<file path="src/rtl/controlador_divisor.sv">
// Programmable clock divider with a two-state IDLE/RUN controller and valid/ready configuration.
// Optional pulse counting is enabled by defining CONTROLADOR_DIVISOR_CONTEO_EN.
module controlador_divisor #(
    parameter int          NBITS       = 20,
    parameter int unsigned DIV_DEFAULT = 32'd300000
) (
    input  logic             clock,
    input  logic             reset,
    input  logic             cfg_valid,
    output logic             cfg_ready,
    input  logic [NBITS-1:0] cfg_div,
`ifdef CONTROLADOR_DIVISOR_CONTEO_EN
    input  logic [7:0]       cfg_pulsos,
`endif
    input  logic             start,
    input  logic             stop,
    output logic             salida,
    output logic             tick,
    output logic             ocupado,
    output logic             fin
);

    typedef enum logic [0:0] {
        IDLE = 1'b0,
        RUN  = 1'b1
    } estado_t;

    estado_t          estado_q;
    logic [NBITS-1:0] count_q;
    logic [NBITS-1:0] div_q;
    logic [NBITS-1:0] pend_div_q;
    logic             pend_q;
    logic             stop_q;
    logic             salida_q;
    logic             tick_q;
    logic             fin_q;
    logic             ocupado_q;
    logic             cfg_ready_q;
`ifdef CONTROLADOR_DIVISOR_CONTEO_EN
    logic [7:0]       target_q;
    logic [7:0]       pend_tgt_q;
    logic [7:0]       pcnt_q;
`endif

    logic acepta;
    logic terminal;
    logic stop_ef;
    logic limite;
    logic termina;

    // Handshake, terminal-count and end-of-generation decode
    always_comb begin
        acepta   = cfg_valid && cfg_ready_q;
        terminal = (estado_q == RUN) && (count_q == div_q);
        stop_ef  = stop_q || stop;
`ifdef CONTROLADOR_DIVISOR_CONTEO_EN
        // >= also covers a new target that is already at or below the running count
        limite   = (target_q != 8'd0) && (({1'b0, pcnt_q} + 9'd1) >= {1'b0, target_q});
`else
        limite   = 1'b0;
`endif
        // Generation only ends on a falling edge, so half-periods are never truncated
        termina  = terminal && salida_q && (stop_ef || limite);
    end

    // Controller FSM with all outputs registered
    always_ff @(posedge clock) begin
        if (reset) begin
            estado_q    <= IDLE;
            count_q     <= '0;
            div_q       <= NBITS'(DIV_DEFAULT);
            pend_div_q  <= '0;
            pend_q      <= 1'b0;
            stop_q      <= 1'b0;
            salida_q    <= 1'b0;
            tick_q      <= 1'b0;
            fin_q       <= 1'b0;
            ocupado_q   <= 1'b0;
            cfg_ready_q <= 1'b1;
`ifdef CONTROLADOR_DIVISOR_CONTEO_EN
            target_q    <= 8'd0;
            pend_tgt_q  <= 8'd0;
            pcnt_q      <= 8'd0;
`endif
        end else begin
            tick_q <= 1'b0;
            fin_q  <= 1'b0;
            case (estado_q)
                IDLE: begin
                    count_q     <= '0;
                    salida_q    <= 1'b0;
                    cfg_ready_q <= 1'b1;
                    if (acepta) begin
                        div_q <= cfg_div;
`ifdef CONTROLADOR_DIVISOR_CONTEO_EN
                        target_q <= cfg_pulsos;
`endif
                    end
                    // A simultaneous stop cancels the start
                    if (start && !stop) begin
                        estado_q  <= RUN;
                        ocupado_q <= 1'b1;
                        stop_q    <= 1'b0;
`ifdef CONTROLADOR_DIVISOR_CONTEO_EN
                        pcnt_q    <= 8'd0;
`endif
                    end
                end
                RUN: begin
                    if (terminal) begin
                        count_q <= '0;
                        tick_q  <= 1'b1;
`ifdef CONTROLADOR_DIVISOR_CONTEO_EN
                        if (salida_q) begin
                            pcnt_q <= pcnt_q + 8'd1;
                        end
`endif
                        if (pend_q) begin
                            div_q  <= pend_div_q;
                            pend_q <= 1'b0;
`ifdef CONTROLADOR_DIVISOR_CONTEO_EN
                            target_q <= pend_tgt_q;
`endif
                        end
                        if (termina) begin
                            estado_q    <= IDLE;
                            salida_q    <= 1'b0;
                            fin_q       <= 1'b1;
                            stop_q      <= 1'b0;
                            ocupado_q   <= 1'b0;
                            cfg_ready_q <= 1'b1;
                            // Back in IDLE, a configuration taken on this edge applies directly
                            if (acepta) begin
                                div_q <= cfg_div;
`ifdef CONTROLADOR_DIVISOR_CONTEO_EN
                                target_q <= cfg_pulsos;
`endif
                            end
                        end else begin
                            salida_q    <= !salida_q;
                            stop_q      <= stop_ef;
                            cfg_ready_q <= !acepta;
                            if (acepta) begin
                                pend_q     <= 1'b1;
                                pend_div_q <= cfg_div;
`ifdef CONTROLADOR_DIVISOR_CONTEO_EN
                                pend_tgt_q <= cfg_pulsos;
`endif
                            end
                        end
                    end else begin
                        count_q     <= count_q + NBITS'(1);
                        stop_q      <= stop_ef;
                        cfg_ready_q <= !(pend_q || acepta);
                        if (acepta) begin
                            pend_q     <= 1'b1;
                            pend_div_q <= cfg_div;
`ifdef CONTROLADOR_DIVISOR_CONTEO_EN
                            pend_tgt_q <= cfg_pulsos;
`endif
                        end
                    end
                end
                default: begin
                    estado_q  <= IDLE;
                    ocupado_q <= 1'b0;
                end
            endcase
        end
    end

    assign cfg_ready = cfg_ready_q;
    assign salida    = salida_q;
    assign tick      = tick_q;
    assign ocupado   = ocupado_q;
    assign fin       = fin_q;

endmodule
</file>
<file path="config.mk">
export PLATFORM = sky130hd
export DESIGN_NAME = controlador_divisor
export DESIGN_NICKNAME = d
export VERILOG_FILES = /design/src/rtl/controlador_divisor.sv
export SDC_FILE = /design/constraint.sdc
export NUM_CORES = 1
export LEC_CHECK = 0
export CORE_ASPECT_RATIO = 2
export CORE_MARGIN = 1
export CORE_UTILIZATION = 51
export CTS_CLUSTER_DIAMETER = 150
export DETAILED_ROUTE_END_ITERATION = 12
export PLACE_DENSITY = 0.75
export SYNTH_ARGS = -nofsm -noshare
export SYNTH_HDL_FRONTEND = slang
export SYNTH_SLANG_ARGS = --single-unit
</file>
<file path="constraint.sdc">
create_clock -name clock -period 1.8 [get_ports clock]
set_input_delay 0.54 -clock clock [delete_from_list [all_inputs] [get_ports clock]]
set_output_delay 0.54 -clock clock [all_outputs]
set_load 0.05 [all_outputs]
</file>
# After elaboration in Yosys (flattened, before gate mapping)
# Index checks and enable logic that the tools add are counted.
# Widths: inputs -> output; s select.
# totals
ff_bits	68
# classes
eq_ne	6
bitwise	2
reduce_logical	18
n_mux	35
n_addsub	1
# ops
op	n
$mux 20	9
$pmux 20 s2	2
$add 20x1->20 const B	1
$eq 20x20->1	1
$mux 1	19
$pmux 1 s2	5
$ne 2x2->1 const B	3
$reduce_and 2->1	3
$logic_and 1x1->1	5
$logic_not 1->1	4
$ne 2x1->1 const B	2
$reduce_and 3->1	1
$reduce_or 3->1	1
$logic_or 1x1->1	2
$not 1->1	2
$reduce_bool 2->1	1
$reduce_or 2->1	1

# Longest topological paths before layout
# depth
word_depth	7
ltp_mapped	9
depth_no_buf	6

# Least setup slack after synthesis
# Ideal clock, no wire load.
# synth_path
path_kind	reg2reg
start	register salida_q, in the netlist salida
end	register div_q[10]
period_less_slack_ns	2.108
path_slack_ns	-0.308
path_buffers	2
path_stages_with_launch	8
t_arrival_ns	1.990
path_cell_list	dfxtp_1 -> o21ai_0 -> nor2_1 -> a31o_1 -> buf_4 -> buf_6 -> mux2i_1 -> o2bb2ai_1
# synth_between
elab_chain_cells	5
# synth_lines
item	line	source
start, declared	34	logic salida_q;
start signal, assigned	140	salida_q <= !salida_q;
$logic_and 1x1->1 (2 in a row)	63	termina = terminal && salida_q && (stop_ef || limite);
$mux 20	125	if (termina) begin
$mux 20	110	if (terminal) begin
$pmux 20 s2	88	case (estado_q)
end signal, assigned	71	div_q <= NBITS'(DIV_DEFAULT);
end signal, assigned	94	div_q <= cfg_div;
end signal, assigned	119	div_q <= pend_div_q;
end, declared	30	logic [NBITS-1:0] div_q;
# Every way passes these cells. The select of a mux whose other input is x is not followed.
# A chain may end at the register's enable or synchronous reset.

# Final worst setup path
# layout_path
start	input port cfg_valid
end	register pend_div_q[2]
# layout_between
elab_chain_cells	4
# layout_lines
item	line	source
start, declared	9	input logic cfg_valid,
$logic_and 1x1->1 (*)	53	acepta = cfg_valid && cfg_ready_q;
$mux 20 (*)	--	
$mux 20	--	
$mux 20 (*)	--	
end signal, assigned	145	pend_div_q <= cfg_div;
end signal, assigned	157	pend_div_q <= cfg_div;
end, declared	31	logic [NBITS-1:0] pend_div_q;
# Every way passes the cells marked *; elsewhere a longest branch is shown, timed or not. The select of a mux whose other input is x is not followed.

==> Flow_metrics.wiki <==
{| class="wikitable"
! Metric !! Value
|-
| Result of the run || finished, violations left
|-
| Violated checks || setup timing
|-
| Full die area || 0.006701 sq mm
|-
| Final Setup Violations || 36
|-
| Number of synthesized flops with an enable pin || 0
|-
| Floorplan row count || 40
|-
| Root Buffer Master || sky130_fd_sc_hd__clkbuf_16
|-
| Top cells by area in the synthesized netlist || sky130_fd_sc_hd__dfxtp_1 (42%), sky130_fd_sc_hd__mux2i_1 (12%), sky130_fd_sc_hd__xnor2_1 (8.1%), sky130_fd_sc_hd__nor2_1 (6.7%), sky130_fd_sc_hd__mux2_2 (4.9%)
|-
| Final setup slack of the worst path || -95.00 ps
|-
| Core area || 0.006056 sq mm
|-
| Global router's overall resource usage || 28.07%
|-
| Post-detailed-route count of antenna-violating nets || 0
|-
| Worst reg2reg startpoint || div_q[18]
|-
| Critical path capture point type || register
|-
| Total number of vias || 2840
|-
| Maximum Capacitance Violations || 0
|-
| Critical path data arrival time || 2110 ps
|-
| Power after layout || 3.889 mW
|-
| Share of the synthesized area in the top cell type || 41.98%
|-
| Wire per inst || between 15 and 20 um
|-
| Post-Syn Area || 0.003243 sq mm
|-
| Source of the worst hold timing path || ocupado
|-
| Count of pins over their slew limit || 0
|-
| Initial DRT Pass Iterations || 4
|-
| Number of placed I/O pins || 30
|-
| Element type at the critical path start || input pin
|-
| IR drop worst, VDD || 0.7106 mV
|-
| Hold Slack || 461.5 ps
|-
| DRC errors left || 0
|-
| Slew of the pin with the lowest slew margin || 375.8 ps
|-
| Iter 0 DRT Violations || between 100 and 150
|-
| Post-synthesis cell count || 345
|-
| Clock Tree Buf Depth || 2
|-
| Depth of the CTS H-tree || 3
|-
| Routability-driven placement congestion ratio || 0.9261
|-
| Tmin final || 1895 ps
|-
| Synthesized area divided by synthesized cell count || between 9 and 10 sq um
|-
| Largest clock skew in the final design || about 5 ps
|-
| Number of diodes || 0
|-
| Peak fanout along the critical path || 6
|-
| Share of synthesized area occupied by flip-flops and latches || 41.98%
|-
| Layout net count || 459
|-
| Power Density || 845.9 mW/mm^2
|-
| DR vias/cell || 5.441
|-
| TritonCTS clock tree || done
|-
| Relative area change from synthesis to final layout || 41.78%
|-
| Number of buffers added on ports || 29
|-
| Post-synthesis register bit count || 68
|-
| Number of antenna violations at the first check in global routing || 0
|-
| CTS clk-pin slew, worst paths || 60 ps
|-
| Number of warning messages in the yosys log || 0
|-
| Worst Setup Path Type || in -> reg
|-
| Max Fclk || 527.7 MHz
|-
| Insertion delay to the later sink of the worst-skew pair || between 300 and 400 ps
|-
| Via count of the first global-routing pass || 2818
|-
| Hold-fix buffers, CTS || 0
|-
| Overflow left after global routing || 0
|-
| Required @ worst endpoint || 2020 ps
|-
| Cell type contributing the most total cell area after synthesis || sky130_fd_sc_hd__dfxtp_1
|-
| Final critical-path share of the clock period || 105.3%
|-
| Rel. slew slack || about 75%
|-
| Pre-CTS WS || -386.6 ps
|-
| Hold violation count in the final report || 0
|-
| Count of different cell masters after synthesis || 38
|-
| Worst min path class || reg -> reg
|-
| Asr flop ratio synth || 0%
|-
| Die Span X || around 60 um
|-
| Final core occ || about three quarters
|-
| Unrepaired setup endpoints after global routing || yes
|-
| Starting density of the core || a little over half
|-
| Die height || 114.8 um
|-
| Maximum number of pins on one net before global-route repair || 20
|-
| Fraction of layout instances using a drive strength above 1 || 34.02%
|-
| Final HPWL from detailed placement || 5734 um
|-
| Global-route wire length before repair || 13770 um
|-
| Most used flip-flop cell after synthesis || sky130_fd_sc_hd__dfxtp_1
|-
| P_leak || 1.801 nW
|-
| Number of sinks driven by the clock tree || 68
|-
| Number of clock buffers inserted by TritonCTS || 9
|-
| Number of nets in the synthesized netlist || 371
|-
| Startpoint of the most critical setup path || cfg_valid
|-
| Final routed wirelength across all metal layers || 8770 um
|}
[layer usage]
| layer | vias up | wire length (um) | part of all wire, % | track usage [%] |
|---|---|---|---|---|
| li1 | 1385 | - | - | - |
| met2 | 81 | 4755 | 54 | 48.97 |
| met5 | - | 0 | 0 | 0 |
| met1 | 1338 | 3169 | 36 | 28.07 |
| met4 | 0 | 547 | 6.2 | 19.21 |
| met3 | 36 | 298 | 3.4 | 7.649 |
[final timing paths]
check | endpoint | cells past startpoint | slack (ps)
setup / recovery | pend_div_q[2] | 7 | -100
hold / removal | ocupado | 2 | 460
setup reg to reg | div_q[5] | 8 | -60
hold reg to reg | ocupado | 2 | 460
[power by group]
part           internal [mW]  switching [mW]
Clock                   1.15           0.615
Sequential              1.57          0.0615
Combinational          0.275           0.221
Total                   2.99           0.898
[critical path, stage by stage]
cell                              delay (ps)
sky130_fd_sc_hd__clkdlybuf4s50_1         490
sky130_fd_sc_hd__nand2_1                 170
sky130_fd_sc_hd__a311oi_4                360
sky130_fd_sc_hd__buf_6                   180
sky130_fd_sc_hd__buf_12                  130
sky130_fd_sc_hd__mux2i_1                 180
sky130_fd_sc_hd__nor2_1                   60
[repair_timing]
action                     in CTS  in global routing
gates resized for setup        33                 32
setup endpoints to repair      40                 63
buffers inserted                5                  1
pin swaps                      11                  8
cloned                          2                  1
[cell type report]
class,instances,area (sq um)
flip-flops and latches,68,1408
well taps,84,105.1
clock inverters,1,30.03
multi-input cells,257,1891
repair buffers,92,878.3
inverters,5,18.77
clock buffers,15,267.8
fillers,386,1458
[cells in the final DEF (no fill, tap or decap), drive strengths merged, types with 4 or more instances in the layout]
master         instances
nand3                  8
o21ai                 10
and3                   4
nand4                  9
xnor2                 30
buf                   68
inv                    5
mux2i                 40
clkdlybuf4s50         23
o2bb2ai               12
nor2                  58
and2                   4
nor3                   4
o22a                   5
a21oi                 10
mux2                  14
xor2                   9
nand2                 24
clkbuf                15
dfxtp                 68
[synthesized netlist by cell type, types with 2 or more instances]
cell / count
sky130_fd_sc_hd__dfxtp_1: 68
sky130_fd_sc_hd__nor2_1: 58
sky130_fd_sc_hd__mux2i_1: 40
sky130_fd_sc_hd__xnor2_1: 30
sky130_fd_sc_hd__nand2_1: 24
sky130_fd_sc_hd__mux2_2: 14
sky130_fd_sc_hd__o2bb2ai_1: 12
sky130_fd_sc_hd__a21oi_1: 10
sky130_fd_sc_hd__o21ai_0: 10
sky130_fd_sc_hd__nand4_1: 9
sky130_fd_sc_hd__xor2_1: 9
sky130_fd_sc_hd__nand3_1: 8
sky130_fd_sc_hd__clkbuf_1: 6
sky130_fd_sc_hd__inv_1: 5
sky130_fd_sc_hd__o22a_1: 5
sky130_fd_sc_hd__and2_1: 4
sky130_fd_sc_hd__and3_1: 4
sky130_fd_sc_hd__buf_2: 3
sky130_fd_sc_hd__buf_4: 3
sky130_fd_sc_hd__a31oi_1: 2
sky130_fd_sc_hd__and4_1: 2
sky130_fd_sc_hd__buf_6: 2
sky130_fd_sc_hd__nor3_1: 2
[sequential cells by signal, summed over array words and instances (netlist names)]
name and cells:
count_q 20, div_q 20, pend_div_q 20, cfg_ready 1, estado_q 1, fin 1
ocupado 1, pend_q 1, salida 1, stop_q 1, tick 1
[cells by family after synthesis]
logic type,share of synthesized area [%]
flip-flops,41.98
AND/OR/NAND/NOR,16.05
XOR/XNOR,10.53
adder cells (fa/ha/maj),0.3857
buffers and inverters,3.240
multiplexers,17.21
AO/OA/AOI/OAI,10.61
[stage by stage]
stage / cell area (sq um) / setup TNS (ps) / std cells
floorplan: 3251 / 0 / 345
global placement: 4026 / -11910 / 497
detailed placement: 4026 / -13060 / 497
CTS: 4473 / -637.9 / 520
global route: 4598 / -7520 / 522
finish: 4598 / -2284 / 522
Note: power is estimated with default switching activity, not from simulation.
